--- src/rtl/spi_master_pkg.sv ---
`default_nettype none
// ============================================================================
// Module   : spi_master_pkg
// Purpose  : Shared types and constants for the SPI master transfer engine.
// Revision : 1.0 - initial release
// ============================================================================
package spi_master_pkg;

  localparam int DIV_WIDTH = 8;
  localparam int SEL_WIDTH = 4;

  typedef enum logic [1:0] {
    IDLE  = 2'd0,
    SETUP = 2'd1,
    XFER  = 2'd2,
    HOLD  = 2'd3
  } spi_state_e;

  typedef struct packed {
    logic cpol;
    logic cpha;
    logic msb_first;
  } spi_mode_t;

endpackage
`default_nettype wire

--- src/rtl/spi_sclk_gen.sv ---
`default_nettype none
// ============================================================================
// Module   : spi_sclk_gen
// Purpose  : Half-period divider, sclk toggle and leading/trailing strobes.
// Revision : 1.0 - initial release
// ============================================================================
module spi_sclk_gen
  import spi_master_pkg::*;
#(
  parameter int DATA_WIDTH = 8
) (
  input  logic                 pclk,
  input  logic                 areset,
  input  logic                 en,
  input  logic                 edge_en,
  input  logic [DIV_WIDTH-1:0] div,
  input  logic                 idle_lvl,
  output logic                 sclk,
  output logic                 tick,
  output logic                 lead,
  output logic                 trail,
  output logic                 last_edge
);

  localparam int EDGES = 2 * DATA_WIDTH;
  localparam int EW    = $clog2(EDGES);
  localparam logic [EW-1:0] LAST_EDGE = EW'(EDGES - 1);

  logic [DIV_WIDTH-1:0] cnt_q, cnt_d;
  logic [EW-1:0]        edge_q, edge_d;
  logic                 sclk_q, sclk_d;
  logic                 toggle;

  assign tick      = en && (cnt_q == (div - DIV_WIDTH'(1)));
  assign toggle    = tick && edge_en;
  assign lead      = toggle && !edge_q[0];
  assign trail     = toggle && edge_q[0];
  assign last_edge = toggle && (edge_q == LAST_EDGE);
  assign sclk      = sclk_q;

  // While disabled, sclk tracks the idle level so a new cpol is visible at cs fall.
  always_comb begin
    cnt_d  = cnt_q;
    edge_d = edge_q;
    sclk_d = sclk_q;
    if (!en) begin
      cnt_d  = '0;
      edge_d = '0;
      sclk_d = idle_lvl;
    end else begin
      cnt_d = tick ? '0 : cnt_q + DIV_WIDTH'(1);
      if (toggle) begin
        edge_d = edge_q + EW'(1);
        sclk_d = !sclk_q;
      end
    end
  end

  always_ff @(posedge pclk) begin
    if (areset) begin
      cnt_q  <= '0;
      edge_q <= '0;
      sclk_q <= 1'b0;
    end else begin
      cnt_q  <= cnt_d;
      edge_q <= edge_d;
      sclk_q <= sclk_d;
    end
  end

endmodule
`default_nettype wire

--- src/rtl/spi_master_xfer_engine.sv ---
`default_nettype none
// ============================================================================
// Module   : spi_master_xfer_engine
// Purpose  : Full-duplex SPI master: FSM, shift registers and cs decode.
// Revision : 1.0 - initial release
// ============================================================================
module spi_master_xfer_engine
  import spi_master_pkg::*;
#(
  parameter int DATA_WIDTH   = 8,
  parameter int NO_OF_SLAVES = 1
) (
  input  logic                    pclk,
  input  logic                    areset,
  input  logic                    start,
  input  logic                    cpol,
  input  logic                    cpha,
  input  logic                    msb_first,
  input  logic [DIV_WIDTH-1:0]    clk_div,
  input  logic [SEL_WIDTH-1:0]    slave_sel,
  input  logic [DATA_WIDTH-1:0]   tx_data,
  input  logic                    miso0,
  output logic                    sclk,
  output logic [NO_OF_SLAVES-1:0] cs,
  output logic                    mosi0,
  output logic [DATA_WIDTH-1:0]   rx_data,
  output logic                    busy,
  output logic                    done,
  output logic                    err
);

  localparam int W = DATA_WIDTH;
  localparam logic [SEL_WIDTH:0]      NUM_SEL = (SEL_WIDTH + 1)'(NO_OF_SLAVES);
  localparam logic [NO_OF_SLAVES-1:0] CS_ONE  = NO_OF_SLAVES'(1);

  spi_state_e            state_q, state_d;
  spi_mode_t             mode_q, mode_d;
  logic [DIV_WIDTH-1:0]  div_q, div_d;
  logic [W-1:0]          tx_sh_q, tx_sh_d;
  logic [W-1:0]          rx_sh_q, rx_sh_d;
  logic [W-1:0]          rx_data_q, rx_data_d;
  logic [NO_OF_SLAVES-1:0] cs_q, cs_d;
  logic                  mosi_q, mosi_d;
  logic                  busy_q, busy_d;
  logic                  done_q, done_d;
  logic                  err_q, err_d;

  logic sel_ok, idle_cpol, tick, lead, trail, last_edge;
  logic first_bit, out_bit;
  logic [W-1:0] tx_rest, tx_next, rx_next;

  assign sel_ok    = {1'b0, slave_sel} < NUM_SEL;
  assign idle_cpol = (state_q == IDLE && start && sel_ok) ? cpol : mode_q.cpol;

  assign first_bit = msb_first ? tx_data[W-1] : tx_data[0];
  assign tx_rest   = msb_first ? {tx_data[W-2:0], 1'b0} : {1'b0, tx_data[W-1:1]};
  assign out_bit   = mode_q.msb_first ? tx_sh_q[W-1] : tx_sh_q[0];
  assign tx_next   = mode_q.msb_first ? {tx_sh_q[W-2:0], 1'b0} : {1'b0, tx_sh_q[W-1:1]};
  assign rx_next   = mode_q.msb_first ? {rx_sh_q[W-2:0], miso0} : {miso0, rx_sh_q[W-1:1]};

  spi_sclk_gen #(
    .DATA_WIDTH (DATA_WIDTH)
  ) u_sclk_gen (
    .pclk      (pclk),
    .areset    (areset),
    .en        (state_q != IDLE),
    .edge_en   (state_q == SETUP || state_q == XFER),
    .div       (div_q),
    .idle_lvl  (idle_cpol),
    .sclk      (sclk),
    .tick      (tick),
    .lead      (lead),
    .trail     (trail),
    .last_edge (last_edge)
  );

  always_comb begin
    state_d   = state_q;
    mode_d    = mode_q;
    div_d     = div_q;
    tx_sh_d   = tx_sh_q;
    rx_sh_d   = rx_sh_q;
    rx_data_d = rx_data_q;
    cs_d      = cs_q;
    mosi_d    = mosi_q;
    busy_d    = busy_q;
    done_d    = 1'b0;
    err_d     = 1'b0;

    unique case (state_q)
      IDLE: begin
        if (start) begin
          if (sel_ok) begin
            mode_d  = '{cpol: cpol, cpha: cpha, msb_first: msb_first};
            div_d   = (clk_div == '0) ? DIV_WIDTH'(1) : clk_div;
            cs_d    = ~(CS_ONE << slave_sel);
            busy_d  = 1'b1;
            state_d = SETUP;
            // cpha=0 presents the first bit before the first sclk edge.
            if (!cpha) begin
              mosi_d  = first_bit;
              tx_sh_d = tx_rest;
            end else begin
              tx_sh_d = tx_data;
            end
          end else begin
            err_d = 1'b1;
          end
        end
      end
      SETUP: if (tick) state_d = XFER;
      XFER:  if (last_edge) state_d = HOLD;
      HOLD: begin
        if (tick) begin
          state_d   = IDLE;
          cs_d      = '1;
          busy_d    = 1'b0;
          done_d    = 1'b1;
          rx_data_d = rx_sh_q;
        end
      end
      default: state_d = IDLE;
    endcase

    if ((lead && !mode_q.cpha) || (trail && mode_q.cpha)) begin
      rx_sh_d = rx_next;
    end
    if ((lead && mode_q.cpha) || (trail && !mode_q.cpha && !last_edge)) begin
      mosi_d  = out_bit;
      tx_sh_d = tx_next;
    end
  end

  always_ff @(posedge pclk) begin
    if (areset) begin
      state_q   <= IDLE;
      mode_q    <= '0;
      div_q     <= DIV_WIDTH'(1);
      tx_sh_q   <= '0;
      rx_sh_q   <= '0;
      rx_data_q <= '0;
      cs_q      <= '1;
      mosi_q    <= 1'b0;
      busy_q    <= 1'b0;
      done_q    <= 1'b0;
      err_q     <= 1'b0;
    end else begin
      state_q   <= state_d;
      mode_q    <= mode_d;
      div_q     <= div_d;
      tx_sh_q   <= tx_sh_d;
      rx_sh_q   <= rx_sh_d;
      rx_data_q <= rx_data_d;
      cs_q      <= cs_d;
      mosi_q    <= mosi_d;
      busy_q    <= busy_d;
      done_q    <= done_d;
      err_q     <= err_d;
    end
  end

  assign cs      = cs_q;
  assign mosi0   = mosi_q;
  assign rx_data = rx_data_q;
  assign busy    = busy_q;
  assign done    = done_q;
  assign err     = err_q;

endmodule
`default_nettype wire

--- config.mk ---
export PLATFORM = sky130hd
export DESIGN_NAME = spi_master_xfer_engine
export DESIGN_NICKNAME = d
export VERILOG_FILES = /design/src/rtl/spi_master_pkg.sv /design/src/rtl/spi_sclk_gen.sv /design/src/rtl/spi_master_xfer_engine.sv
export SDC_FILE = /design/constraint.sdc
export NUM_CORES = 1
export LEC_CHECK = 0
export ABC_AREA = 1
export BUFFER_PORTS_ARGS = -buffer_cell sky130_fd_sc_hd__buf_2
export CORE_ASPECT_RATIO = 0.75
export CORE_UTILIZATION = 30
export DETAILED_ROUTE_END_ITERATION = 8
export PLACE_DENSITY = 0.57
export SLEW_MARGIN = 10
export SYNTH_ARGS = -nofsm -noshare
export SYNTH_HDL_FRONTEND = slang
export SYNTH_SLANG_ARGS = --single-unit
export TNS_END_PERCENT = 1
--- constraint.sdc ---
create_clock -name pclk -period 6.15 [get_ports pclk]
set_input_delay 0.615 -clock pclk [delete_from_list [all_inputs] [get_ports pclk]]
set_output_delay 0.615 -clock pclk [all_outputs]
set_load 0.01 [all_outputs]
==> run_results.csv, run 1 <==
group,metric,value,unit
floorplanning,fp.coreArea,9810,µm²
clock_tree,ctsHoldBuffers,0,
logic_synthesis,yosysMostFrequentCell,"nand2_1",
placed_design,io_buffer_count,40,
timing,fmax,372,MHz
layout,final_cells,609,
routing,drtAntennaViolNets,0,
worst_hold_path,holdCritPathClass,"reg2reg",
clock_tree,post-cts-setup-buffer-count,0,
floorplanning,die_y,89.7,µm
timing,slew_viol_final,0,
timing,whs,465,ps
logic_synthesis,ys_seq_area_share,35.8,%
setup_path,cp_cell_sequence,"inv_1, ha_1, inv_1, nand3_1, nor2_2, nand3_1, nor2_4, nand2_4, nor2_1, o22ai_1, nand2_1, a21oi_1",
setup_path,crit_slowest_cell,"nor2_1",
clock_tree,cts_buffers,5,
floorplanning,die_x,119,µm
layout,fill_cells,1049,
power_and_ir_drop,power.density,295,nW/µm²
routing,wl_per_cell,12.7,µm
timing,post-route-period-util,43.7,%
floorplanning,num_rows,31,
global_route,use_met3,3.28,%
placed_design,place_inst,601,
timing,setup_tns,0,ps
clock_tree,clockBufferDepth,2,
clock_tree,cts_max_level,2,
timing,fin_worst_skew,6.56,ps
clock_tree,cts_tree,"done",
setup_path,critPathArrivalTime,2870,ps
setup_path,cp_top_family,"simple AND/OR/NAND/NOR gates",
setup_path,required,6330,ps
floorplanning,start_util,31.3,%
clock_tree,insertion_delay,300,ps
power_and_ir_drop,peakVddDrop,145,µV
global_route,grt_pass1_wl,12.9,mm
clock_tree,cts-root-buf,"clkbuf_16",
global_route,gr-usage-met2,22.4,%
global_route,grt_pass1_vias,2565,
logic_synthesis,yosys-top-cells-count,"nand2_1 (85), nor2_1 (56), dfxtp_1 (55), inv_1 (50), o21ai_0 (46)",
routing,drtPass1Iterations,5,
timing,maxSlewHeadroom,44.9,%
routing,vias_per_cell,4.80,
layout,nNetsFinal,510,
floorplanning,ioPinCount,41,
logic_synthesis,synthFlopType,"dfxtp_1",
logic_synthesis,netlist_area,3070,µm²
logic_synthesis,yosys_warnings,0,
logic_synthesis,synth_enable_flop_cells,0,
logic_synthesis,synth-seq-cells,55,
logic_synthesis,ys_async_sr_fraction,0,%
clock_tree,clkSinkCount,55,
setup_path,crit_type,"reg2reg",
global_route,grt.busiest_layer,"met1",
setup_path,cp_max_fo,13,
setup_path,endpoint_kind,"flop",
setup_path,worstSetupStartpointType,"flop",
timing,tightest_slew,826,ps
status,status,"finished clean",
layout,drive_above_1_share,17.6,%
logic_synthesis,synth_area_leader_cell,"dfxtp_1",
timing,hold_viol,0,
logic_synthesis,ys_types,36,
timing,setup_viol,0,
global_route,antenna_found_initial,0,
logic_synthesis,avgSynthCellArea,6.97,µm²
logic_synthesis,synth.net_count,475,
clock_tree,ctsResizeCount,0,
global_route,grt-ovfl-total,0,
logic_synthesis,synth_cells,441,
placed_design,hpwl,5.97,mm
floorplanning,die_area,10700,µm²
power_and_ir_drop,leakagePower,1.55,nW
timing,grt_setup_unrepaired,"no",
global_route,track_usage,15.5,%
placed_design,place.gp.congestion,0.849,
setup_path,r2r_slack,3460,ps
routing,drt_iter0_markers,243,
flow_run,maxCapViolations,0,
layout,area_growth,16.2,%
global_route,grt_max_degree,31,
routing,drt-total-wl,7.76,mm
routing,via_count,2922,
timing,layout_min_cycle_time,2690,ps
logic_synthesis,ys_top_cells_by_area,"dfxtp_1 (36%), nand2_1 (10%), o21ai_0 (7.5%)",
clock_tree,clk_pin_slew,70,ps
layout,n_antenna_cell,0,
routing,drc_errors,0,
logic_synthesis,synth_top_area_share,35.8,%
setup_path,cp_slowest_stage_delay,590,ps
setup_path,crit_buf_inv,2,
global_route,grtUsageMet1,22.8,%
==> worst min-delay path, stage by stage (launching register included) <==
cell     delay [ps]
dfxtp_1         300
nand2_1          50
a21oi_1          60
==> worst paths after layout <==
check             start         to  cells past startpoint
min reg2reg   mode_q[2]  mode_q[2]                      2
max reg2reg  state_q[0]       busy                     12
max          state_q[0]       busy                     12
min           mode_q[2]  mode_q[2]                      2
==> per-layer routing <==
metal | part of all wire [%] | wire length, µm
met3 | 6.3 | 488
met5 | 0 | 0
met2 | 39 | 3040
met4 | 1.1 | 87
met1 | 53 | 4140
==> where the power goes <==
group	switching [mW]	leakage (nW)	internal, mW
Sequential	0.0327	0.445	0.394
Combinational	0.168	1.01	0.0914
Clock	0.133	0.0900	0.233
Total	0.334	1.55	0.719
==> layout by cell type, fill, tap and decap left out, drive strengths merged, types with 3 or more instances in the layout <==
master  count
inv        55
nand2      97
o211ai      3
nand3      21
o22ai       4
mux2i       5
nand4      12
xor2        8
clkbuf      5
nor2       64
buf        40
o221ai      3
ha          7
a21oi      24
o21ai      49
dfxtp      55
nor3       10
==> layout make-up <==
cell class | count | area, µm² | area share (%)
timing repair buffer | 40 | 200 | 5.61
multi-input combinational | 319 | 1710 | 47.8
tap | 132 | 165 | 4.63
inverter | 55 | 206 | 5.78
sequential | 55 | 1100 | 30.8
clock inverter | 3 | 67.6 | 1.89
clock buffer | 5 | 125 | 3.50
==> kinds of logic after synthesis <==
family	Yosys count	share of synthesized area [%]
xor+xnor	10	2.85
simple gates	210	32.5
flops	55	35.8
mux	5	1.63
compound gates	87	15.7
buf+inv	67	8.71
fa+ha+maj	7	2.85
==> per-stage QoR <==
stage,total power [mW],utilization [%],area [µm²],setup slack [ps]
5_1_grt,1.12,36.4,3570,3190
3_5_place_dp,0.693,34.4,3380,3260
6_report,1.05,36.4,3570,3460
3_3_place_gp,0.687,34.4,3380,3360
4_1_cts,1.06,36.4,3570,3450
2_1_floorplan,0.619,-,3070,4070
==> state kept, by name, summed over array words and instances, names as in the netlist <==
signal,flops
busy,1
cs,1
div_q,8
done,1
err,1
mode_q,3
mosi0,1
rx_data,8
rx_sh_q,8
state_q,2
tx_sh_q,8
u_sclk_gen.cnt_q,8
u_sclk_gen.edge_q,4
u_sclk_gen.sclk,1
Power figures use the tool's default switching activity.
==> run 2, diff against run 1 <==
==> constraint.sdc (replaced) <==
create_clock -name pclk -period 2.8 [get_ports pclk]
set_input_delay 0.28 -clock pclk [delete_from_list [all_inputs] [get_ports pclk]]
set_output_delay 0.28 -clock pclk [all_outputs]
set_load 0.01 [all_outputs]
==> run_results.csv, run 2 (same netlist as run 1, synthesis figures left out) <==
group,metric,value,unit
timing,tightest_slew,902,ps
floorplanning,die_y,89.7,µm
clock_tree,clockBufferDepth,2,
routing,drtPass1Iterations,5,
setup_path,worstSetupStartpointType,"flop",
clock_tree,clkSinkCount,55,
setup_path,crit_type,"reg2reg",
routing,drc_errors,0,
routing,drt-total-wl,7.57,mm
layout,final_cells,612,
worst_hold_path,holdCritPathClass,"in2reg",
floorplanning,die_x,119,µm
placed_design,place_inst,604,
layout,layout_common_cells,"nand2_1 (85), nor2_1 (56), dfxtp_1 (55)",
setup_path,required,3040,ps
setup_path,critPathArrivalTime,2680,ps
global_route,grt_pass1_wl,12.9,mm
layout,fin_util,36.2,%
floorplanning,fp.coreArea,9810,µm²
layout,fin_area,3550,µm²
timing,slew_viol_final,0,
routing,drt_iter0_markers,169,
timing,hold_viol,0,
timing,grt_setup_unrepaired,"no",
global_route,grt_max_degree,31,
routing,vias_per_cell,4.72,
timing,fin_worst_skew,6.44,ps
power_and_ir_drop,power.density,605,nW/µm²
routing,wl_per_cell,12.4,µm
floorplanning,start_util,31.3,%
status,status,"finished clean",
setup_path,endpoint_kind,"flop",
placed_design,place.gp.congestion,0.855,
clock_tree,cts_tree,"done",
clock_tree,ctsHoldBuffers,0,
placed_design,io_buffer_count,40,
layout,area_growth,15.5,%
global_route,antenna_found_initial,0,
setup_path,crit_slowest_cell,"dfxtp_1",
setup_path,cp_slowest_stage_delay,410,ps
clock_tree,cts-root-buf,"clkbuf_16",
timing,setup_viol,0,
power_and_ir_drop,peakVddDrop,254,µV
clock_tree,cts_buffers,5,
timing,post-route-period-util,87.1,%
global_route,grt_pass1_vias,2598,
clock_tree,post-cts-setup-buffer-count,0,
timing,fmax,410,MHz
routing,via_count,2890,
layout,n_antenna_cell,0,
timing,maxSlewHeadroom,39.8,%
placed_design,hpwl,5.67,mm
timing,worst_slack,362,ps
power_and_ir_drop,leakagePower,1.54,nW
clock_tree,cts_max_level,2,
layout,drive_above_1_share,18.1,%
power_and_ir_drop,totalPowerFinal,2.15,mW
layout,fill_cells,1019,
placed_design,dpl_cell_area,3400,µm²
setup_path,cp_max_fo,17,
clock_tree,clk_pin_slew,70,ps
floorplanning,ioPinCount,41,
clock_tree,insertion_delay,300,ps
timing,setup_tns,0,ps
global_route,track_usage,15.4,%
layout,layout_commonest_cell,"nand2_1",
timing,whs,233,ps
setup_path,cp_cell_sequence,"inv_2, ha_1, xnor2_1, nor2_2, nand3_1, nor2_4, nand3_2, nor2_2, nand2_2, nand2_4, inv_2, nand2_1, nand2_1, nor2_1",
floorplanning,die_area,10700,µm²
layout,nNetsFinal,513,
clock_tree,ctsResizeCount,0,
flow_run,maxCapViolations,0,
global_route,grt-ovfl-total,0,
timing,layout_min_cycle_time,2440,ps
routing,drtAntennaViolNets,0,
floorplanning,num_rows,31,
placed_design,place_ws,386,ps
## run 2: changes by cell type in the layout (fill, tap and decap cells not counted)
cell / change
inv_6: +1
bufinv_16: -2
clkinvlp_4: +1
buf_4: +3
## run 2: final cells by class
class / count / area (µm²) / area share [%]
clock inverter: 3 / 23.8 / 0.670
clock buffer: 5 / 125 / 3.52
inverter: 55 / 206 / 5.82
tap: 132 / 165 / 4.65
multi-input combinational: 319 / 1710 / 48.0
timing repair buffer: 43 / 223 / 6.27
sequential: 55 / 1100 / 31.0
## run 2: power by group
part | total, mW | switching (mW) | internal (mW) | leakage [nW]
registers | 0.936 | 0.0702 | 0.866 | 0.445
logic | 0.571 | 0.363 | 0.207 | 1.03
clock network | 0.643 | 0.307 | 0.335 | 0.0664
## run 2: metal layers
layer	GRT usage [%]	wire, µm	up-vias
li1	-	-	1525
met2	22.3	2940	66
met3	4.36	446	4
met1	22.4	4120	1295
met4	3.45	63	0
met5	0	0	-
## run 2: worst paths after layout
check,slack (ps),start,cells past startpoint,endpoint
hold reg to reg,480,mode_q[2],2,mode_q[2]
hold / removal,230,clk_div[7],3,div_q[7]
setup / recovery,360,div_q[0],14,mosi0
setup reg to reg,360,div_q[0],14,mosi0
## run 2: critical path: cells and delay by family (launching register included)
| family | cells | cell delay (ps) |
|---|---|---|
| buf+inv | 2 | 140 |
| simple gates | 10 | 1390 |
| xor+xnor | 1 | 140 |
| flops | 1 | 410 |
| fa+ha+maj | 1 | 310 |
